<file path="src/rtl/rgmii_udp_tx_sequencer.sv">
// rtl/rgmii_udp_tx_sequencer.sv - Ethernet/IPv4/UDP header builder and byte sequencer for the RGMII TX path

package rgmii_udp_pkg;

  typedef struct packed {
    logic [15:0] payload_bytes;
    logic        reset;
  } rgmii_control_t;

  typedef struct packed {
    logic [47:0]    host_mac;
    logic [47:0]    fpga_mac;
    logic [31:0]    host_ip;
    logic [31:0]    fpga_ip;
    logic [15:0]    host_port;
    logic [15:0]    fpga_port;
    rgmii_control_t control;
  } rgmii_config_t;

  // Fields are declared in wire order: the first field sits in the MSBs and its
  // MSB byte is the first byte sent, so the frame is emitted MSB byte first.
  typedef struct packed {
    logic [47:0] mac_destination;
    logic [47:0] mac_source;
    logic [15:0] eth_type_length;
    logic [7:0]  version_ihl;
    logic [7:0]  tos;
    logic [15:0] total_length;
    logic [15:0] identification;
    logic [15:0] flags_fragment_offset;
    logic [7:0]  time_to_live;
    logic [7:0]  protocol;
    logic [15:0] header_checksum;
    logic [31:0] ip_source;
    logic [31:0] ip_destination;
    logic [15:0] port_source;
    logic [15:0] port_destination;
    logic [15:0] length;
    logic [15:0] udp_checksum;
  } ethernet_header_t;

endpackage

module rgmii_udp_tx_sequencer
  import rgmii_udp_pkg::*;
#(
  parameter int TTL         = 64,
  parameter int MAX_PAYLOAD = 1472,
  parameter int MIN_PAYLOAD = 18
) (
  input  logic          clk_i,
  input  logic          rstn_i,
  input  rgmii_config_t cfg_i,
  input  logic [7:0]    s_axis_tdata_i,
  input  logic          s_axis_tvalid_i,
  output logic          s_axis_tready_o,
  output logic [7:0]    m_axis_tdata_o,
  output logic          m_axis_tvalid_o,
  input  logic          m_axis_tready_i,
  output logic          m_axis_tlast_o,
  output logic          busy_o,
  output logic          frame_done_o
);

  localparam int          HDR_BYTES = 42;
  localparam int          HDR_BITS  = HDR_BYTES * 8;
  localparam logic [10:0] MAX_LEN   = 11'(MAX_PAYLOAD);
  localparam logic [10:0] MIN_LEN   = 11'(MIN_PAYLOAD);
  localparam logic [10:0] HDR_LAST  = 11'(HDR_BYTES - 1);
  localparam logic [7:0]  TTL_BYTE  = 8'(TTL);

  typedef enum logic [2:0] {
    S_IDLE,
    S_CSUM,
    S_HEADER,
    S_PAYLOAD,
    S_PAD
  } state_t;

  state_t               state;
  ethernet_header_t     hdr;
  ethernet_header_t     hdr_full;
  logic [HDR_BITS-1:0]  shift;
  logic [10:0]          len;
  logic [10:0]          cnt;
  logic [15:0]          acc;
  logic [15:0]          ident;
  logic [7:0]           data_q;
  logic                 valid_q;
  logic                 last_q;

  logic [10:0]          start_len;
  logic [15:0]          csum_word;
  logic [16:0]          csum_sum;
  logic [10:0]          pad_len;
  logic                 in_payload;
  logic                 payload_last;
  logic                 hs;

  // Clamp the requested payload length to the largest UDP payload a 1500-byte MTU allows.
  always_comb begin
    start_len = cfg_i.control.payload_bytes[10:0];
    if (cfg_i.control.payload_bytes > 16'(MAX_PAYLOAD)) begin
      start_len = MAX_LEN;
    end
  end

  // Select the IPv4 header word for this checksum step; the checksum word itself counts as zero.
  always_comb begin
    csum_word = 16'h0000;
    case (cnt[3:0])
      4'd0:    csum_word = {hdr.version_ihl, hdr.tos};
      4'd1:    csum_word = hdr.total_length;
      4'd2:    csum_word = hdr.identification;
      4'd3:    csum_word = hdr.flags_fragment_offset;
      4'd4:    csum_word = {hdr.time_to_live, hdr.protocol};
      4'd5:    csum_word = 16'h0000;
      4'd6:    csum_word = hdr.ip_source[31:16];
      4'd7:    csum_word = hdr.ip_source[15:0];
      4'd8:    csum_word = hdr.ip_destination[31:16];
      4'd9:    csum_word = hdr.ip_destination[15:0];
      default: csum_word = 16'h0000;
    endcase
    csum_sum = {1'b0, acc} + {1'b0, csum_word};
  end

  // Header image with the finished checksum inserted, used on the CSUM exit cycle.
  always_comb begin
    hdr_full                 = hdr;
    hdr_full.header_checksum = ~acc;
  end

  assign pad_len      = MIN_LEN - len;
  assign in_payload   = (state == S_PAYLOAD);
  assign payload_last = (cnt == len - 11'd1);

  // Payload bytes pass straight through; header and pad bytes come from registers.
  assign m_axis_tdata_o  = in_payload ? s_axis_tdata_i  : data_q;
  assign m_axis_tvalid_o = in_payload ? s_axis_tvalid_i : valid_q;
  assign m_axis_tlast_o  = in_payload ? (payload_last && (len >= MIN_LEN)) : last_q;
  assign s_axis_tready_o = in_payload & m_axis_tready_i;
  assign busy_o          = (state != S_IDLE);
  assign hs              = m_axis_tvalid_o & m_axis_tready_i;
  assign frame_done_o    = hs & m_axis_tlast_o;

  // Frame sequencer: latch config, checksum, then header, payload and pad bytes.
  always_ff @(posedge clk_i) begin
    if (!rstn_i) begin
      state   <= S_IDLE;
      hdr     <= '0;
      shift   <= '0;
      len     <= '0;
      cnt     <= '0;
      acc     <= '0;
      ident   <= '0;
      data_q  <= '0;
      valid_q <= 1'b0;
      last_q  <= 1'b0;
    end else begin
      case (state)
        S_IDLE: begin
          if (s_axis_tvalid_i && !cfg_i.control.reset) begin
            hdr.mac_destination       <= cfg_i.host_mac;
            hdr.mac_source            <= cfg_i.fpga_mac;
            hdr.eth_type_length       <= 16'h0800;
            hdr.version_ihl           <= 8'h45;
            hdr.tos                   <= 8'h00;
            hdr.total_length          <= 16'd28 + 16'(start_len);
            hdr.identification        <= ident;
            hdr.flags_fragment_offset <= 16'h4000;
            hdr.time_to_live          <= TTL_BYTE;
            hdr.protocol              <= 8'h11;
            hdr.header_checksum       <= 16'h0000;
            hdr.ip_source             <= cfg_i.fpga_ip;
            hdr.ip_destination        <= cfg_i.host_ip;
            hdr.port_source           <= cfg_i.fpga_port;
            hdr.port_destination      <= cfg_i.host_port;
            hdr.length                <= 16'd8 + 16'(start_len);
            hdr.udp_checksum          <= 16'h0000;
            len                       <= start_len;
            cnt                       <= '0;
            acc                       <= '0;
            state                     <= S_CSUM;
          end
        end

        S_CSUM: begin
          if (cnt == 11'd10) begin
            hdr.header_checksum <= ~acc;
            shift               <= {hdr_full[HDR_BITS-9:0], 8'h00};
            data_q              <= hdr_full[HDR_BITS-1 -: 8];
            valid_q             <= 1'b1;
            last_q              <= 1'b0;
            cnt                 <= '0;
            state               <= S_HEADER;
          end else begin
            // End-around carry folded every step keeps the running sum in 16 bits.
            acc <= csum_sum[15:0] + {15'd0, csum_sum[16]};
            cnt <= cnt + 11'd1;
          end
        end

        S_HEADER: begin
          if (hs) begin
            if (cnt == HDR_LAST) begin
              cnt    <= '0;
              data_q <= 8'h00;
              if (len == 11'd0) begin
                valid_q <= 1'b1;
                last_q  <= (MIN_LEN == 11'd1);
                state   <= S_PAD;
              end else begin
                valid_q <= 1'b0;
                last_q  <= 1'b0;
                state   <= S_PAYLOAD;
              end
            end else begin
              data_q <= shift[HDR_BITS-1 -: 8];
              shift  <= {shift[HDR_BITS-9:0], 8'h00};
              cnt    <= cnt + 11'd1;
            end
          end
        end

        S_PAYLOAD: begin
          if (hs) begin
            if (payload_last) begin
              cnt <= '0;
              if (len < MIN_LEN) begin
                data_q  <= 8'h00;
                valid_q <= 1'b1;
                last_q  <= (pad_len == 11'd1);
                state   <= S_PAD;
              end else begin
                ident <= ident + 16'd1;
                state <= S_IDLE;
              end
            end else begin
              cnt <= cnt + 11'd1;
            end
          end
        end

        S_PAD: begin
          if (hs) begin
            if (last_q) begin
              valid_q <= 1'b0;
              last_q  <= 1'b0;
              cnt     <= '0;
              ident   <= ident + 16'd1;
              state   <= S_IDLE;
            end else begin
              cnt    <= cnt + 11'd1;
              last_q <= ((cnt + 11'd2) == pad_len);
            end
          end
        end

        default: state <= S_IDLE;
      endcase
    end
  end

endmodule

</file>
<file path="config.mk">
export PLATFORM = sky130hd
export DESIGN_NAME = rgmii_udp_tx_sequencer
export DESIGN_NICKNAME = d
export VERILOG_FILES = /design/src/rtl/rgmii_udp_tx_sequencer.sv
export SDC_FILE = /design/constraint.sdc
export NUM_CORES = 2
export LEC_CHECK = 0
export CAP_MARGIN = 0
export CORE_UTILIZATION = 52
export DETAILED_ROUTE_END_ITERATION = 10
export PLACE_DENSITY = 0.76
export SLEW_MARGIN = 20
export SYNTH_ARGS = -nofsm -noshare
export SYNTH_HDL_FRONTEND = slang
export SYNTH_SLANG_ARGS = --single-unit
</file>
<file path="constraint.sdc">
create_clock -name clk_i -period 4.9 [get_ports clk_i]
set_input_delay 0.98 -clock clk_i [delete_from_list [all_inputs] [get_ports clk_i]]
set_output_delay 0.98 -clock clk_i [all_outputs]
set_load 0.02 [all_outputs]
</file>
==> results.json <==
{
  "max_slew_margin_pct": -0.894,
  "maxClockFrequency_ghz": 0.211,
  "area_growth_syn_to_layout_pct": 18.1,
  "nNetsFinal": 3750,
  "min_path_type": "reg -> reg",
  "routabilityCongestion": 0.954,
  "floorplan.die.height_um": 227,
  "floorplan.die_area_um2": 51600,
  "num_io_pins": 234,
  "cts_max_level": 2,
  "drc": 0,
  "post-place-cells": 4102,
  "critical_path_class": "reg -> out",
  "drtPass1Iterations": 6,
  "synth_async_sr_flop_share_pct": 0,
  "hpwl_detailed_mm": 48.2,
  "final_common_cell": "sky130_fd_sc_hd__nand2_1",
  "ir_worst_vdd_mv": 0.323,
  "final.setup.tns_ps": 0,
  "yosys_warnings": 0,
  "power-per-cell-area_nw_per_um2": 495,
  "inserted_clock_buffers": 59,
  "antenna_violating_nets_post_route": 0,
  "power.total_mw": 15.4,
  "worstPathRequired_ps": 3920,
  "finalNonFillerCells": 4213,
  "synthesis.nets": 3688,
  "post-synth-top-area-cell": "sky130_fd_sc_hd__dfxtp_1",
  "endpoint_kind": "output pin",
  "crit_path_start_kind": "flop",
  "tritoncts": "done",
  "synth_edf_count": 0,
  "avgViaCountPerCell": 5.70,
  "route.final.wire_length_mm": 72.6,
  "critical_path.max_fanout": 8,
  "grt_max_degree": 229,
  "synthesis.area_per_instance_um2": 7.67,
  "worstMarginPinSlew_ps": 1510,
  "globalRoute.totalOverflow": 0,
  "ys_seq_elements": 607,
  "violations": "slew limit",
  "vias_in_the_first_global_route": 21205,
  "number_of_setup_violations_in_the_final_report": 0,
  "clock_latency_ps": 640,
  "yosysUniqueCellTypes": 65,
  "cts.sink_count": 607,
  "finalHoldViolCount": 0,
  "post-route-min-period_ps": 4750,
  "fin_util_pct": 62.1,
  "synthDominantCellAreaShare_pct": 46.1,
  "drv.max_cap_violation_count": 0,
  "cts-root-buf": "sky130_fd_sc_hd__clkbuf_16",
  "routed-via-count": 23997,
  "wire_per_inst_um": 17.2,
  "chipWidth_um": 227,
  "worstRegToRegCells": 21,
  "run_status": "complete, but fails checks",
  "cts.reportedPaths.clkPinSlew_ps": 60,
  "most_common_flop_cell_mapped_by_yosys": "sky130_fd_sc_hd__dfxtp_1",
  "grt_first_pass_wirelength_mm": 114,
  "final.setup_skew_ps": 26.0,
  "final_layout_size_suffix_gt1_share_pct": 5.20,
  "slew_violations": 35,
  "antenna_found_initial": 4,
  "hold_path_cells": 2,
  "synth_seq_area_share_pct": 46.1,
  "highest_count_cells_in_the_layout_ignoring_fill_and_taps": "1027 x sky130_fd_sc_hd__nand2_1, 605 x sky130_fd_sc_hd__dfxtp_1, 344 x sky130_fd_sc_hd__a21oi_1, 332 x sky130_fd_sc_hd__nor2_1, 232 x sky130_fd_sc_hd__clkdlybuf4s50_1",
  "arrival_ps": 3770,
  "rows": 82,
  "synth_area_leaders": "sky130_fd_sc_hd__dfxtp_1 46%, sky130_fd_sc_hd__nand2_1 15%, sky130_fd_sc_hd__a311oi_1 7.3%, sky130_fd_sc_hd__a21oi_1 6.6%, sky130_fd_sc_hd__nor2_1 4.7%",
  "port_buffers": 233,
  "synthesis.instances": 3433,
  "detailedPlace.worstSlack_ps": 94.2,
  "fp.coreArea_um2": 50100,
  "synthesis.area_um2": 26300,
  "total_leakage_power_nw": 10.4,
  "dr.first_iter.drc_count": 2595,
  "final_min_period_over_clock_period_pct": 96.9,
  "cts_max_path_buffers": 3,
  "initial_core_util_pct": 52.6,
  "grtUsageTotal_pct": 27.6,
  "postLayoutSetupSlackWorst_ps": 151
}
[final timing paths]
kind                           startpoint                      end  slack (ps)
setup / recovery      len[5]$_SDFFE_PN0P_           m_axis_tlast_o         150
hold / removal    shift[159]$_SDFFE_PN0P_  shift[159]$_SDFFE_PN0P_         450
setup reg to reg      cnt[0]$_SDFFE_PN0P_     acc[15]$_SDFFE_PN0P_         190
hold reg to reg   shift[159]$_SDFFE_PN0P_  shift[159]$_SDFFE_PN0P_         450
[final cells by class]
| type | count | area [µm²] |
|---|---|---|
| diodes | 1 | 2.50 |
| fillers | 4565 | 19000 |
| inverters | 27 | 109 |
| clock buffers | 93 | 1730 |
| repair buffers | 291 | 2950 |
| multi-input cells | 2509 | 13100 |
| well taps | 672 | 841 |
| clock inverters | 13 | 184 |
| flip-flops and latches | 607 | 12200 |
[synth_stat cells, drive strengths merged (5+ instances only)]
master,instances
nor2,334
nand2,1029
a31oi,13
a21o,10
a21oi,350
inv,27
or3,7
nand3b,5
nand3,124
a22oi,39
nand2b,6
o21a,8
nor3,43
nand4,17
o21ai,26
mux2i,7
clkbuf,275
buf,15
xor2,40
and3,13
nor4,8
a222oi,6
xnor2,45
nor2b,6
or4,7
dfxtp,607
a311oi,219
a211oi,45
ha,33
and2,9
[routing by layer]
layer / global-route usage [%] / part of all wire, % / up-vias
li1: - / - / 11938
met1: 39.7 / 46 / 11280
met2: 41.6 / 45 / 649
met3: 4.36 / 6.4 / 126
met4: 9.89 / 3.1 / 4
met5: 0 / 0.036 / -
[sequential cells by signal (all words and copies together), names as in the netlist]
signal   count
cnt         11
last_q       1
acc         16
len         11
hdr        228
state        3
ident       16
data_q       8
valid_q      1
shift      312
[critical path, stage by stage, from the launching register on]
cell,delay [ps]
sky130_fd_sc_hd__dfxtp_1,400
sky130_fd_sc_hd__or4_4,580
sky130_fd_sc_hd__or4_4,550
sky130_fd_sc_hd__a211oi_1,250
sky130_fd_sc_hd__and4_4,300
sky130_fd_sc_hd__nand4_4,190
sky130_fd_sc_hd__nand2_1,230
sky130_fd_sc_hd__clkdlybuf4s50_1,650
[cell families (layout without fill, tap and decap cells)]
group / after synthesis / in the layout / share of synthesized area, %
flops: 607 / 607 / 46.1
mux: 7 / 7 / 0.266
buf+inv: 317 / 424 / 4.58
simple gates: 1629 / 1629 / 25.3
xor+xnor: 85 / 85 / 2.83
compound gates: 754 / 754 / 19.3
fa+ha+maj: 34 / 34 / 1.64
other cells: 0 / 1 / 0
[stage by stage]
| step | hold WS, ps | cell area [µm²] |
|---|---|---|
| after floorplan | 432 | 26300 |
| after global placement | 439 | 29000 |
| after detailed placement | 444 | 29000 |
| after CTS | 452 | 31000 |
| after global routing | 468 | 31100 |
| final | 452 | 31100 |
[power breakdown]
part | total (mW) | internal (mW) | switching, mW | leakage, nW
Sequential | 6.60 | 5.93 | 0.676 | 4.94
Combinational | 4.29 | 1.47 | 2.82 | 4.54
Clock | 4.50 | 2.54 | 1.96 | 0.938
Total | 15.4 | 9.94 | 5.45 | 10.4
[repair_timing]
item	4_1_cts	5_1_grt
hold buffers	0	0
setup buffers	0	4
resized for setup	1	21
endpoints found under the setup margin	1	10
pin swaps	0	4
Power figures use the tool's default switching activity.
